**config.mk**
```make
export PLATFORM = sky130hd
export DESIGN_NAME = adpll_gs_loop_filter
export DESIGN_NICKNAME = d
export VERILOG_FILES = /design/src/rtl/adpll_pkg.sv /design/src/rtl/adpll_lock_detect.sv /design/src/rtl/adpll_gs_loop_filter.sv
export SDC_FILE = /design/constraint.sdc
export NUM_CORES = 1
export LEC_CHECK = 0
export CELL_PAD_IN_SITES_DETAIL_PLACEMENT = 0
export CELL_PAD_IN_SITES_GLOBAL_PLACEMENT = 2
export CORE_ASPECT_RATIO = 1.25
export CORE_MARGIN = 8
export CORE_UTILIZATION = 42
export CTS_CLUSTER_SIZE = 20
export DETAILED_ROUTE_END_ITERATION = 8
export GPL_TIMING_DRIVEN = 0
export HOLD_SLACK_MARGIN = 0.1
export PLACE_DENSITY = 0.89
export SYNTH_ARGS = -nofsm -noshare
export SYNTH_HDL_FRONTEND = slang
export SYNTH_HIERARCHICAL = 1
export SYNTH_SLANG_ARGS = --single-unit
```
**constraint.sdc**
```tcl
create_clock -name gen_clk_i -period 23.9 [get_ports gen_clk_i]
set_input_delay 7.17 -clock gen_clk_i [delete_from_list [all_inputs] [get_ports gen_clk_i]]
set_output_delay 7.17 -clock gen_clk_i [all_outputs]
set_load 0.01 [all_outputs]
```
**src/rtl/adpll_pkg.sv**
```systemverilog
// Shared definitions for the gear-shifting ADPLL loop filter: gear encoding,
// default widths/thresholds and a signed saturation helper.
package adpll_pkg;

  typedef enum logic {
    GEAR_ACQ = 1'b0,
    GEAR_TRK = 1'b1
  } gear_e;

  localparam int unsigned DEF_ERROR_WIDTH   = 8;
  localparam int unsigned DEF_DCO_CC_WIDTH  = 8;
  localparam int unsigned DEF_GAIN_WIDTH    = 8;
  localparam int unsigned DEF_FRAC_BITS     = 6;
  localparam int unsigned DEF_ACC_WIDTH     = 24;
  localparam int unsigned DEF_LOCK_THRESH   = 2;
  localparam int unsigned DEF_LOCK_COUNT    = 16;
  localparam int unsigned DEF_UNLOCK_THRESH = 8;

  // Clamp a 64-bit signed value into the signed range of a w-bit word (w <= 63).
  function automatic logic signed [63:0] sat_s(input logic signed [63:0] x,
                                               input int unsigned w);
    logic signed [63:0] hi;
    logic signed [63:0] lo;
    hi = (64'sd1 <<< (w - 1)) - 64'sd1;
    lo = -hi - 64'sd1;
    if (x > hi)      return hi;
    else if (x < lo) return lo;
    else             return x;
  endfunction

endpackage

```
**src/rtl/adpll_lock_detect.sv**
```systemverilog
// Lock counter and ACQUIRE/TRACK gear FSM; advances only on sample strobes,
// with force returning to ACQUIRE at any time.
module adpll_lock_detect
  import adpll_pkg::*;
#(
  parameter int unsigned ERROR_WIDTH   = DEF_ERROR_WIDTH,
  parameter int unsigned LOCK_THRESH   = DEF_LOCK_THRESH,
  parameter int unsigned LOCK_COUNT    = DEF_LOCK_COUNT,
  parameter int unsigned UNLOCK_THRESH = DEF_UNLOCK_THRESH
) (
  input  logic                 clk,
  input  logic                 rst,
  input  logic [ERROR_WIDTH:0] err_abs_i,
  input  logic                 strobe_i,
  input  logic                 force_i,
  output gear_e                gear_o,
  output logic                 locked_o
);

  localparam int unsigned CW = $clog2(LOCK_COUNT + 1);
  localparam logic [ERROR_WIDTH:0] LOCK_T   = (ERROR_WIDTH + 1)'(LOCK_THRESH);
  localparam logic [ERROR_WIDTH:0] UNLOCK_T = (ERROR_WIDTH + 1)'(UNLOCK_THRESH);
  localparam logic [CW-1:0]        LOCK_N   = CW'(LOCK_COUNT);

  gear_e         gear_q, gear_d;
  logic [CW-1:0] cnt_q, cnt_d;
  logic [CW-1:0] cnt_inc;

  always_ff @(posedge clk or posedge rst) begin
    if (rst) begin
      gear_q <= GEAR_ACQ;
      cnt_q  <= '0;
    end else begin
      gear_q <= gear_d;
      cnt_q  <= cnt_d;
    end
  end

  always_comb begin
    gear_d  = gear_q;
    cnt_d   = cnt_q;
    cnt_inc = cnt_q + 1'b1;
    if (force_i) begin
      gear_d = GEAR_ACQ;
      cnt_d  = '0;
    end else if (strobe_i) begin
      unique case (gear_q)
        GEAR_ACQ: begin
          if (err_abs_i <= LOCK_T) begin
            if (cnt_inc == LOCK_N) begin
              gear_d = GEAR_TRK;
              cnt_d  = '0;
            end else begin
              cnt_d = cnt_inc;
            end
          end else begin
            cnt_d = '0;
          end
        end
        GEAR_TRK: begin
          if (err_abs_i > UNLOCK_T) gear_d = GEAR_ACQ;
        end
        default: gear_d = GEAR_ACQ;
      endcase
    end
  end

  assign gear_o   = gear_q;
  assign locked_o = (gear_q == GEAR_TRK);

endmodule

```
**src/rtl/adpll_gs_loop_filter.sv**
```systemverilog
// Sample-gated PI loop filter with ACQUIRE/TRACK gain sets, saturating
// integrator with anti-windup and a clamped, registered DCO control code.
module adpll_gs_loop_filter
  import adpll_pkg::*;
#(
  parameter int unsigned ERROR_WIDTH   = DEF_ERROR_WIDTH,
  parameter int unsigned DCO_CC_WIDTH  = DEF_DCO_CC_WIDTH,
  parameter int unsigned GAIN_WIDTH    = DEF_GAIN_WIDTH,
  parameter int unsigned FRAC_BITS     = DEF_FRAC_BITS,
  parameter int unsigned ACC_WIDTH     = DEF_ACC_WIDTH,
  parameter int unsigned LOCK_THRESH   = DEF_LOCK_THRESH,
  parameter int unsigned LOCK_COUNT    = DEF_LOCK_COUNT,
  parameter int unsigned UNLOCK_THRESH = DEF_UNLOCK_THRESH
) (
  input  logic                           gen_clk_i,
  input  logic                           reset_i,
  input  logic signed [ERROR_WIDTH-1:0]  error_i,
  input  logic                           error_valid_i,
  input  logic [GAIN_WIDTH-1:0]          kp_acq_i,
  input  logic [GAIN_WIDTH-1:0]          ki_acq_i,
  input  logic [GAIN_WIDTH-1:0]          kp_trk_i,
  input  logic [GAIN_WIDTH-1:0]          ki_trk_i,
  input  logic                           freeze_i,
  input  logic                           force_acq_i,
  output logic signed [DCO_CC_WIDTH-1:0] dco_cc_o,
  output logic                           dco_cc_valid_o,
  output logic                           locked_o,
  output logic                           sat_o
);

  localparam int unsigned PW = ERROR_WIDTH + GAIN_WIDTH + 1;
  localparam int unsigned SW = ACC_WIDTH + 1;

  gear_e                          gear;
  logic [GAIN_WIDTH-1:0]          kp_sel, ki_sel;
  logic signed [PW-1:0]           p_term, i_term;
  logic signed [ACC_WIDTH-1:0]    acc_c;
  logic signed [SW-1:0]           s_sum;
  logic signed [63:0]             cc_w;
  logic                           clamp;
  logic                           err_pos, err_neg, hold_acc;
  logic signed [ERROR_WIDTH:0]    e_ext, e_abs;

  logic signed [ACC_WIDTH-1:0]    acc_q, acc_d;
  logic signed [DCO_CC_WIDTH-1:0] dco_cc_q, dco_cc_d;
  logic                           sat_q, sat_d;
  logic                           valid_q, valid_d;

  // Magnitude at one extra bit so the most negative error maps cleanly.
  always_comb begin
    e_ext = (ERROR_WIDTH + 1)'(error_i);
    e_abs = e_ext[ERROR_WIDTH] ? -e_ext : e_ext;
  end

  adpll_lock_detect #(
    .ERROR_WIDTH  (ERROR_WIDTH),
    .LOCK_THRESH  (LOCK_THRESH),
    .LOCK_COUNT   (LOCK_COUNT),
    .UNLOCK_THRESH(UNLOCK_THRESH)
  ) u_lock (
    .clk      (gen_clk_i),
    .rst      (reset_i),
    .err_abs_i(e_abs),
    .strobe_i (error_valid_i),
    .force_i  (force_acq_i),
    .gear_o   (gear),
    .locked_o (locked_o)
  );

  always_comb begin
    kp_sel = (gear == GEAR_TRK) ? kp_trk_i : ki_sel_dummy_kp();
    ki_sel = (gear == GEAR_TRK) ? ki_trk_i : ki_acq_i;
    p_term = PW'(error_i) * PW'(signed'({1'b0, kp_sel}));
    i_term = PW'(error_i) * PW'(signed'({1'b0, ki_sel}));
    acc_c  = ACC_WIDTH'(sat_s(64'(acc_q) + 64'(i_term), ACC_WIDTH));
    s_sum  = (SW'(p_term) + SW'(acc_c)) >>> FRAC_BITS;
    cc_w   = sat_s(64'(s_sum), DCO_CC_WIDTH);
    clamp  = (cc_w != 64'(s_sum));

    err_neg  = error_i[ERROR_WIDTH-1];
    err_pos  = !error_i[ERROR_WIDTH-1] && (error_i != '0);
    // Integrator holds only when pushing further into the clamp it already hit.
    hold_acc = freeze_i
             || (clamp && !s_sum[SW-1] && err_pos)
             || (clamp &&  s_sum[SW-1] && err_neg);

    acc_d    = acc_q;
    dco_cc_d = dco_cc_q;
    sat_d    = sat_q;
    valid_d  = 1'b0;
    if (error_valid_i) begin
      acc_d    = hold_acc ? acc_q : acc_c;
      dco_cc_d = DCO_CC_WIDTH'(cc_w);
      sat_d    = clamp;
      valid_d  = 1'b1;
    end
  end

  function automatic logic [GAIN_WIDTH-1:0] ki_sel_dummy_kp();
    return kp_acq_i;
  endfunction

  always_ff @(posedge gen_clk_i or posedge reset_i) begin
    if (reset_i) begin
      acc_q    <= '0;
      dco_cc_q <= '0;
      sat_q    <= 1'b0;
      valid_q  <= 1'b0;
    end else begin
      acc_q    <= acc_d;
      dco_cc_q <= dco_cc_d;
      sat_q    <= sat_d;
      valid_q  <= valid_d;
    end
  end

  assign dco_cc_o       = dco_cc_q;
  assign sat_o          = sat_q;
  assign dco_cc_valid_o = valid_q;

endmodule

```
==> metrics.yaml <==
outcome:
  outcome: "finished, final reports clean"
worst_setup_path:
  critPathMostFrequentCell: "fa_1"
  cp.required_ns: 24.09
  crit_path_start_kind: "input pin"
  slowest_delay_ns: 0.93
  worstPathMaxFanout: 23
  path_class: "in -> reg"
  endpoint_kind: "flip-flop"
  crit_path_top_delay_cell: "dlymetal6s2s_1"
  cp.arrival_ns: 23.17
timing:
  post-route-period-util_pct: 96.18
  final.setup.tns_ns: 0
  max_clock_freq_mhz: 43.50
  clock_skew_ns: 0.006355
  slew_headroom_pct: 13.60
  period_needed_ns: 22.99
  worst_slew_pin_slew_ns: 1.294
  rsz0062_at_grt: "false"
  setup_viol: 0
  slew_viol_final: 0
  hold_viol_final: 0
route:
  drc: 0
  final_antenna_net_count: 0
  post_drt_wl_per_cell_um: 18.06
  routed_wl_um: 26230
  routed-via-count: 7972
  drtIter0Drc: 353
  first_pass_iters: 5
  via_per_inst: 5.490
floorplan:
  core_um2: 22880
  die_y_um: 186.1
  dieArea_um2: 28320
  io_pins: 56
  start_util_pct: 42.50
  num_rows: 62
  die_w_um: 152.1
clocking:
  cts_inserted_buffers: 5
  hold_buffers: 0
  cts_setup_buffers: 0
  clkTransAtPathRegs_ns: 0.07
  clkLatencyLatePin_ns: 0.30
  clock_path_buffers: 2
  cts_tree: "built"
  htree_num_levels: 2
  clock_sinks: 40
  cts_root_buffer: "clkbuf_16"
layout:
  multi_input_area_um2: 7989
  num_antenna_cells: 0
  drive_gt1_share_pct: 5.584
  area.sequential_um2: 1001
  finalInstanceArea_um2: 10760
  final_nets: 1467
  nFillCells: 2274
  area_delta_synth_final_pct: 10.60
flow_run:
  cap_violations: 0
global_route:
  grt_start_max_net_pins: 35
  antenna_found_initial: 0
  grt_util_all_layers_pct: 19.30
  grt.overflow.total: 0
  grt_pass1_wl_um: 43840
  grt_pass1_vias: 8563
synth:
  yosysSeqAreaShare_pct: 10.29
  synth_top_area_share_pct: 21.61
  synth_cell_types: 83
  synth_cells: 1107
  yosys_warnings: 6
  netlist_top_cells_area: "fa_1 22%, ha_1 20%, dfrtp_1 10%"
  syn_nets: 1411
  synthArstFlopShare_pct: 100.0
  ys_ff_latch: 40
  synth_area_leader_cell: "fa_1"
  synth_edf_count: 0
  synthFlopType: "dfrtp_1"
  syn_area_um2: 9727
  synth_area_per_cell_um2: 8.787
worst_hold_path:
  hold_path_class: "reg -> reg"
place:
  place_hpwl_um: 21650
  place_area_um2: 10580
  io_buffers: 49
  place.gp.congestion: 0.8466
-- repair_timing --
action / CTS / global route
gates resized for setup: 0 / 1
setup endpoints to repair: 0 / 24
endpoints found under the hold margin: 0 / 0
-- metal layers --
| metal | track usage [%] | part of all wire, % | vias up |
|---|---|---|---|
| met5 | 0 | 0 | - |
| li1 | - | - | 3855 |
| met4 | 6.047 | 2.3 | 0 |
| met2 | 36.94 | 52 | 154 |
| met3 | 2.034 | 3.2 | 27 |
| met1 | 22.34 | 43 | 3936 |
-- registers in the layout, indices dropped and copies added (netlist names) --
name / cells
sat_o: 1
u_lock/cnt_q: 5
u_lock/gear_o: 1
dco_cc_o: 8
acc_q: 24
dco_cc_valid_o: 1
-- Yosys cell counts (6+ instances only) --
cell      instances
inv_1           147
o21a_1            6
or2_2             7
xnor2_1          16
nand2b_1         16
mux2i_1          13
nor2b_1          27
nand3_1          25
nor2_1           64
nand2_1         100
or3_1             7
xor2_1           13
nand4_1           6
clkbuf_1         39
o22a_1            7
mux2_4           12
a21oi_1          45
a31oi_1          10
a21o_1           30
nor3_1           19
and2_1           42
dfrtp_1          40
fa_1            105
ha_1            154
mux2_2           12
o21ai_0          35
-- stage by stage --
| stage | utilization, % | setup WS, ns | std cells | hold slack [ns] |
|---|---|---|---|---|
| final | 47.01 | 0.9140 | 1452 | 0.4897 |
| after global routing | 47.01 | 0.03084 | 1452 | 0.5194 |
| after CTS | 47.00 | 0.3699 | 1452 | 0.4959 |
| after detailed placement | 46.22 | 0.06279 | 1444 | 0.4813 |
| after global placement | 46.22 | 0.07572 | 1444 | 0.4744 |
| after floorplan | - | 3.801 | 1107 | 0.4557 |
-- critical path: cells and delay by family --
kind	cells	cell delay, ns
buf+inv	10	3.39
fa+ha+maj	13	5.59
mux	1	0.32
compound gates	13	4.04
simple gates	10	2.60
-- worst paths after layout --
path | start | to | slack, ns | cells past startpoint
min | u_lock/cnt_q[4] | u_lock/cnt_q[4] | 0.49 | 1
min reg2reg | u_lock/cnt_q[4] | u_lock/cnt_q[4] | 0.49 | 1
min in group asynchronous | reset_i | u_lock/cnt_q[3] | 7.13 | 2
max in group asynchronous | reset_i | acc_q[22] | 15.97 | 2
max reg2reg | u_lock/gear_o | acc_q[11] | 7.59 | 45
max | error_i[7] | acc_q[11] | 0.91 | 47
-- area by class of cell --
cell class              count  area share [%]
flip-flops and latches     40           9.305
plain buffers              44           1.721
clock buffers               6           1.291
well taps                 288           3.350
inverters                 147           5.129
repair buffers             49           4.582
multi-input cells         876           74.26
clock inverters             2          0.3605
-- layout by cell type, fill, tap and decap left out, drive strengths merged, types with 5 or more instances in the layout --
cell / count
ha: 154
and2: 42
buf: 5
nor3: 20
nor2b: 27
xor2: 13
a31oi: 10
o21ai: 37
xnor2: 16
dfrtp: 40
nand3b: 5
a211oi: 8
clkdlybuf4s50: 48
nor2: 65
clkbuf: 45
mux2: 28
a31o: 6
nand2b: 16
o21a: 6
nand4: 6
or3: 8
or2: 8
mux2i: 13
nand2: 100
nand3: 25
a21o: 30
fa: 105
a21oi: 45
o22a: 7
nand4b: 5
o31ai: 6
inv: 147
-- logic make-up after synthesis --
kind of cell             Yosys count  synth area share, %
adder cells (fa/ha/maj)          262                41.73
XOR/XNOR                          29                2.611
buffers and inverters            191                7.576
AND/OR/NAND/NOR                  344                18.01
other                              1              0.03855
AO/OA/AOI/OAI                    199                14.70
multiplexers                      41                5.042
flip-flops                        40                10.29
Power is left out: the tool's default activity adds up to more than one toggle a clock period on the data nets, which glitch-free logic cannot reach.
